File: config.mk
export PLATFORM = sky130hd
export DESIGN_NAME = shift_add_mult_flat
export DESIGN_NICKNAME = d
export VERILOG_FILES = /design/src/rtl/shift_add_mult_if.sv /design/src/rtl/shift_add_mult.sv /design/src/flat_wrapper.sv
export SDC_FILE = /design/constraint.sdc
export NUM_CORES = 1
export LEC_CHECK = 0
export CAP_MARGIN = 20
export CORE_ASPECT_RATIO = 0.7
export CORE_MARGIN = 5
export CORE_UTILIZATION = 57
export CTS_CLUSTER_DIAMETER = 60
export CTS_CLUSTER_SIZE = 24
export DETAILED_ROUTE_END_ITERATION = 10
export GPL_TIMING_DRIVEN = 0
export HOLD_SLACK_MARGIN = 0.03
export PLACE_DENSITY = 0.84
export SYNTH_ARGS = -nofsm -noshare
export SYNTH_HDL_FRONTEND = slang
export SYNTH_SLANG_ARGS = --single-unit
export TNS_END_PERCENT = 1
File: constraint.sdc
create_clock -name clk -period 5 [get_ports clk]
set_clock_uncertainty 0.15 [all_clocks]
set_input_delay 0.75 -clock clk [delete_from_list [all_inputs] [get_ports clk]]
set_output_delay 0.75 -clock clk [all_outputs]
set_load 0.03 [all_outputs]
File: src/rtl/shift_add_mult_if.sv
// Operand/result bundle between the issuing unit and the shift-add MUL/MAC unit.
interface shift_add_mult_if #(
  parameter int WIDTH = 16
);
  logic                 start;
  logic                 mac;
  logic [WIDTH-1:0]     a;
  logic [WIDTH-1:0]     b;
  logic                 busy;
  logic                 done;
  logic [2*WIDTH-1:0]   product;

  modport master (
    output start, mac, a, b,
    input  busy, done, product
  );

  modport slave (
    input  start, mac, a, b,
    output busy, done, product
  );
endinterface

File: src/rtl/shift_add_mult.sv
// Sequential shift-add multiplier / multiply-accumulator, one add+shift per cycle.
// Optional two's-complement operands when SHIFT_ADD_MULT_SIGNED_EN is defined.
module shift_add_mult #(
  parameter int WIDTH = 16
) (
  input  logic            clk,
  input  logic            rst,
  shift_add_mult_if.slave bus
);
  localparam int CNT_W = $clog2(WIDTH + 1);

  typedef enum logic [0:0] {
    IDLE = 1'b0,
    RUN  = 1'b1
  } state_t;

  state_t                 state_reg, state_next;
  logic [2*WIDTH:0]       acc_reg, acc_next;
  logic [WIDTH-1:0]       mcand_reg, mcand_next;
  logic [CNT_W-1:0]       cnt_reg, cnt_next;
  logic                   mac_reg, mac_next;
  logic                   done_reg, done_next;
  logic [2*WIDTH-1:0]     product_reg, product_next;

  logic [WIDTH:0]         upper_sum;
  logic [2*WIDTH:0]       acc_step;
  logic                   last_step;
  logic [WIDTH-1:0]       a_load;
  logic [WIDTH-1:0]       b_load;
  logic [2*WIDTH-1:0]     result;

  // Upper half carries one extra bit so the add never overflows before the shift.
  assign upper_sum = acc_reg[0] ? (acc_reg[2*WIDTH:WIDTH] + {1'b0, mcand_reg})
                                : acc_reg[2*WIDTH:WIDTH];
  assign acc_step  = {upper_sum, acc_reg[WIDTH-1:0]} >> 1;
  assign last_step = (cnt_reg == CNT_W'(WIDTH - 1));

`ifdef SHIFT_ADD_MULT_SIGNED_EN
  logic sign_reg, sign_next;

  // Magnitudes are N-bit unsigned, so the most negative input maps to 2^(N-1).
  assign a_load = bus.a[WIDTH-1] ? (-bus.a) : bus.a;
  assign b_load = bus.b[WIDTH-1] ? (-bus.b) : bus.b;
  assign result = sign_reg ? (-acc_step[2*WIDTH-1:0]) : acc_step[2*WIDTH-1:0];

  always_comb begin
    sign_next = sign_reg;
    if (state_reg == IDLE && bus.start) begin
      sign_next = bus.a[WIDTH-1] ^ bus.b[WIDTH-1];
    end
  end

  always_ff @(posedge clk or posedge rst) begin
    if (rst) begin
      sign_reg <= 1'b0;
    end else begin
      sign_reg <= sign_next;
    end
  end
`else
  assign a_load = bus.a;
  assign b_load = bus.b;
  assign result = acc_step[2*WIDTH-1:0];
`endif

  always_comb begin
    state_next   = state_reg;
    acc_next     = acc_reg;
    mcand_next   = mcand_reg;
    cnt_next     = cnt_reg;
    mac_next     = mac_reg;
    done_next    = 1'b0;
    product_next = product_reg;
    case (state_reg)
      IDLE: begin
        if (bus.start) begin
          mcand_next = a_load;
          acc_next   = {{(WIDTH + 1){1'b0}}, b_load};
          cnt_next   = '0;
          mac_next   = bus.mac;
          state_next = RUN;
        end
      end
      RUN: begin
        acc_next = acc_step;
        cnt_next = cnt_reg + CNT_W'(1);
        if (last_step) begin
          state_next   = IDLE;
          done_next    = 1'b1;
          product_next = mac_reg ? (product_reg + result) : result;
        end
      end
      default: begin
        state_next = IDLE;
      end
    endcase
  end

  always_ff @(posedge clk or posedge rst) begin
    if (rst) begin
      state_reg   <= IDLE;
      acc_reg     <= '0;
      mcand_reg   <= '0;
      cnt_reg     <= '0;
      mac_reg     <= 1'b0;
      done_reg    <= 1'b0;
      product_reg <= '0;
    end else begin
      state_reg   <= state_next;
      acc_reg     <= acc_next;
      mcand_reg   <= mcand_next;
      cnt_reg     <= cnt_next;
      mac_reg     <= mac_next;
      done_reg    <= done_next;
      product_reg <= product_next;
    end
  end

  assign bus.busy    = (state_reg == RUN);
  assign bus.done    = done_reg;
  assign bus.product = product_reg;
endmodule

File: src/flat_wrapper.sv
// flat-port wrapper written by rule: the top's interface ports become plain ports
module shift_add_mult_flat 
#(
  parameter int WIDTH = 16
)
  (clk, rst, bus_start, bus_mac, bus_a, bus_b, bus_busy, bus_done, bus_product);
  shift_add_mult_if #(.WIDTH(WIDTH)) bus_i ();
  input  logic clk;
  input  logic rst;
  input wire logic [$bits(bus_i.start)-1:0] bus_start;
  input wire logic [$bits(bus_i.mac)-1:0] bus_mac;
  input wire logic [$bits(bus_i.a)-1:0] bus_a;
  input wire logic [$bits(bus_i.b)-1:0] bus_b;
  output wire logic [$bits(bus_i.busy)-1:0] bus_busy;
  output wire logic [$bits(bus_i.done)-1:0] bus_done;
  output wire logic [$bits(bus_i.product)-1:0] bus_product;
  assign bus_i.start = bus_start;
  assign bus_i.mac = bus_mac;
  assign bus_i.a = bus_a;
  assign bus_i.b = bus_b;
  assign bus_busy = bus_i.busy;
  assign bus_done = bus_i.done;
  assign bus_product = bus_i.product;
  shift_add_mult #(.WIDTH(WIDTH)) u_core (.clk(clk), .rst(rst), .bus(bus_i));
endmodule
==> flow_summary.json <==
{
  "status": "finished, final reports clean",
  "p_int_mw": 3.15,
  "overflow": 0,
  "fin_ws_ns": 0.196,
  "worstPathArrival_ns": 4.91,
  "fillerInstances": 733,
  "slew-limit-headroom_pct": 44.2,
  "layout-drive-gt1-share_pct": 8.97,
  "grtUsageTotal_pct": 26.3,
  "cts.path.max_buffers": 2,
  "fin_crit_ns": 4.80,
  "synth_area_um2": 6150,
  "gp_congestion": 0.905,
  "required_ns": 5.11,
  "crit_chain": "ha_2 > fa_2 > a211oi_2 > o21ai_0 > o22ai_2 > ha_2 > and3_1 > a22oi_1 > a211oi_1 > a2111o_1 > a41o_1 > a211o_1 > a211o_1 > mux2i_1 > and3_1 > nor4_2",
  "critPathKind": "flop to flop",
  "rows": 31,
  "synthSimpleGateAreaFrac_pct": 14.6,
  "cts_buffers": 9,
  "synth.avg_cell_area_um2": 9.07,
  "synthMuxAreaShare_pct": 11.6,
  "worst_pin_slew_ns": 0.838,
  "syn-num-nets": 766,
  "synth-compound-area-share_pct": 18.8,
  "first_pass_iters": 5,
  "grt_pass1_wl_um": 28000,
  "synthDistinctLibCells": 54,
  "path_max_fanout": 6,
  "io_buffers": 68,
  "setup_tns_ns": 0,
  "dpl.hpwl_um": 12300,
  "cts.sinks": 88,
  "ys_seq_elements": 88,
  "p_leak_nw": 3.44,
  "synthAdderAreaFrac_pct": 10.8,
  "synth_edf_count": 0,
  "instances_no_fill": 901,
  "slowest_stage": "fa_2",
  "clockRootBuffer": "clkbuf_16",
  "via_count": 5560,
  "drt_iter0_drc": 437,
  "max-vdd-ir-drop_v": 0.000473,
  "powerDensity_nw_per_um2": 795,
  "ys_warn_count": 0,
  "routed_wl_um": 16800,
  "core_area_um2": 10400,
  "dp_worst_setup_slack_ns": -0.0162,
  "fmax_mhz": 208,
  "hold_viol_final": 0,
  "synthCells": 678,
  "synthXorXnorAreaFrac_pct": 5.13,
  "setup_viol": 0,
  "ios": 70,
  "clkLatencyLatePin_ns": 0.35,
  "antenna_found_initial": 0,
  "synthArstFlopShare_pct": 100,
  "htreeDepth": 3,
  "ys_seq_area_share_pct": 35.8,
  "critical-path-top-delay-family": "compound AO/OA/AOI/OAI gates",
  "post-route-drc-count": 0,
  "p_sw_mw": 2.77,
  "cp-start-kind": "flop",
  "hold_class": "flop to flop",
  "synth_top_family_by_area": "compound AO/OA/AOI/OAI gates",
  "grt_max_degree": 52,
  "synth.area.top_cells": "dfrtp_1, ha_1, mux2i_1, o21ai_0, nand2_1",
  "die-area_um2": 13000,
  "share_comb_of_total_power_pct": 65.9,
  "start_util_pct": 59.0,
  "die_h_um": 96.9,
  "swShare_pct": 46.8,
  "die_x_um": 134,
  "synth_top_area_share_pct": 35.8,
  "power_frac_clock_pct": 11.9,
  "yosys.area.top_type": "dfrtp_1",
  "nNetsFinal": 852,
  "cpPeakStageDelay_ns": 0.40,
  "crit_buf_inv": 0,
  "grt_pass1_vias": 5625,
  "endpoint_kind": "flop",
  "power_frac_seq_pct": 22.1,
  "area_growth_pct": 21.2,
  "max_cap_viol_count": 0,
  "cts_tree": "done",
  "synth_flop_cell": "dfrtp_1",
  "clk_pin_slew_ns": 0.07,
  "wire_per_inst_um": 18.6,
  "drtAntennaViolNets": 0,
  "whs_ns": 0.326,
  "dp.cells": 879,
  "fin_crit_sh_pct": 96.1,
  "slew_violations": 0,
  "antenna_cells": 0,
  "vias_per_cell": 6.17,
  "cts.hold.buffers_added": 0
}
final cells by class:
cell class / count / area, um2 / area share, %
clock buffers: 11 / 253 / 3.39
flip-flops and latches: 88 / 2200 / 29.6
well taps: 132 / 165 / 2.22
clock inverters: 5 / 55.1 / 0.739
inverters: 22 / 85.1 / 1.14
plain buffers: 29 / 111 / 1.49
multi-input cells: 538 / 3820 / 51.2
repair buffers: 76 / 761 / 10.2
final timing paths:
| path | slack, ns | cells after the start | start | end |
|---|---|---|---|---|
| worst max-delay path | 0.20 | 16 | u_core.mcand_reg[0]$_DFFE_PP0P_ | u_core.bus.product[31]$_DFFE_PP0P_ |
| worst min-delay path | 0.33 | 1 | u_core.cnt_reg[3]$_DFFE_PP0P_ | u_core.cnt_reg[3]$_DFFE_PP0P_ |
| worst max register to register | 0.20 | 16 | u_core.mcand_reg[0]$_DFFE_PP0P_ | u_core.bus.product[31]$_DFFE_PP0P_ |
| worst min register to register | 0.33 | 1 | u_core.cnt_reg[3]$_DFFE_PP0P_ | u_core.cnt_reg[3]$_DFFE_PP0P_ |
| max in group asynchronous | 3.41 | 3 | rst | u_core.bus.product[27]$_DFFE_PP0P_ |
| min in group asynchronous | 0.64 | 2 | rst | u_core.bus.product[9]$_DFFE_PP0P_ |
placed cells by master, fill, tap and decap left out, types with 10 or more instances in the layout:
| cell type | synthesis | layout |
|---|---|---|
| dfrtp_1 | 88 | 87 |
| nand2_1 | 85 | 85 |
| clkdlybuf4s50_1 | 0 | 68 |
| o21ai_0 | 67 | 67 |
| ha_1 | 50 | 46 |
| mux2i_1 | 42 | 42 |
| a21oi_1 | 43 | 41 |
| nor2_1 | 32 | 31 |
| xnor2_1 | 27 | 27 |
| mux2_2 | 26 | 26 |
| clkbuf_1 | 24 | 23 |
| a21o_1 | 21 | 21 |
| inv_1 | 21 | 20 |
| nand2b_1 | 15 | 15 |
| o21ai_1 | 12 | 12 |
| nor2b_1 | 10 | 10 |
routing by layer:
metal	GRT usage (%)	share of wire, %
met1	36.9	45
met2	41.5	46
met3	6.02	7.6
met4	5.95	1.2
met5	0	0
power groups by stage:
stage | clock network, mW | registers, mW | logic (mW)
floorplan | 0 | 1.39 | 2.64
CTS | 0.707 | 1.29 | 3.70
detailed placement | 0 | 1.30 | 3.65
finish | 0.706 | 1.31 | 3.91
global placement | 0 | 1.28 | 3.48
global route | 0.740 | 1.35 | 4.31
worst reg2reg max path, cell delays in order (launching register included):
cell      delay (ns)
dfrtp_1         0.38
ha_2            0.21
fa_2            0.40
a211oi_2        0.32
o21ai_0         0.18
o22ai_2         0.24
ha_2            0.36
and3_1          0.21
a22oi_1         0.22
a211oi_1        0.12
a2111o_1        0.39
a41o_1          0.28
a211o_1         0.35
a211o_1         0.36
mux2i_1         0.14
and3_1          0.20
nor4_2          0.19
metrics by stage:
step | util [%] | power [mW] | cell area (um2)
global route | 71.4 | 6.40 | 7450
finish | 71.4 | 5.92 | 7450
global placement | 67.1 | 4.76 | 7000
floorplan | - | 4.03 | 6150
CTS | 70.4 | 5.70 | 7340
detailed placement | 67.3 | 4.95 | 7030
cell families (layout without fill, tap and decap cells):
kind of cell               Yosys count  count (layout)
muxes                               68              68
and+or+nand+nor                    190             190
buffers and inverters               52             143
adders and majority gates           52              52
AOI/OAI and AO/OA                  192             192
xor gates and xnor gates            36              36
DFF                                 88              88
Yosys cell counts, drive strengths merged, types with 7 or more instances:
| cell | count |
|---|---|
| a21o | 21 |
| a21oi | 43 |
| a31oi | 9 |
| and3 | 7 |
| clkbuf | 24 |
| dfrtp | 88 |
| ha | 50 |
| inv | 21 |
| mux2 | 26 |
| mux2i | 42 |
| nand2 | 85 |
| nand2b | 15 |
| nand3 | 9 |
| nor2 | 32 |
| nor2b | 10 |
| nor3 | 9 |
| o21ai | 79 |
| xnor2 | 27 |
| xor2 | 9 |
what timing repair did:
| action | 4_1_cts | 5_1_grt |
|---|---|---|
| gates resized for setup | 2 | 12 |
| pin swaps | 0 | 9 |
| buffers inserted | 0 | 7 |
| setup endpoints to repair | 1 | 1 |
Note: power is estimated with default switching activity, not from simulation.
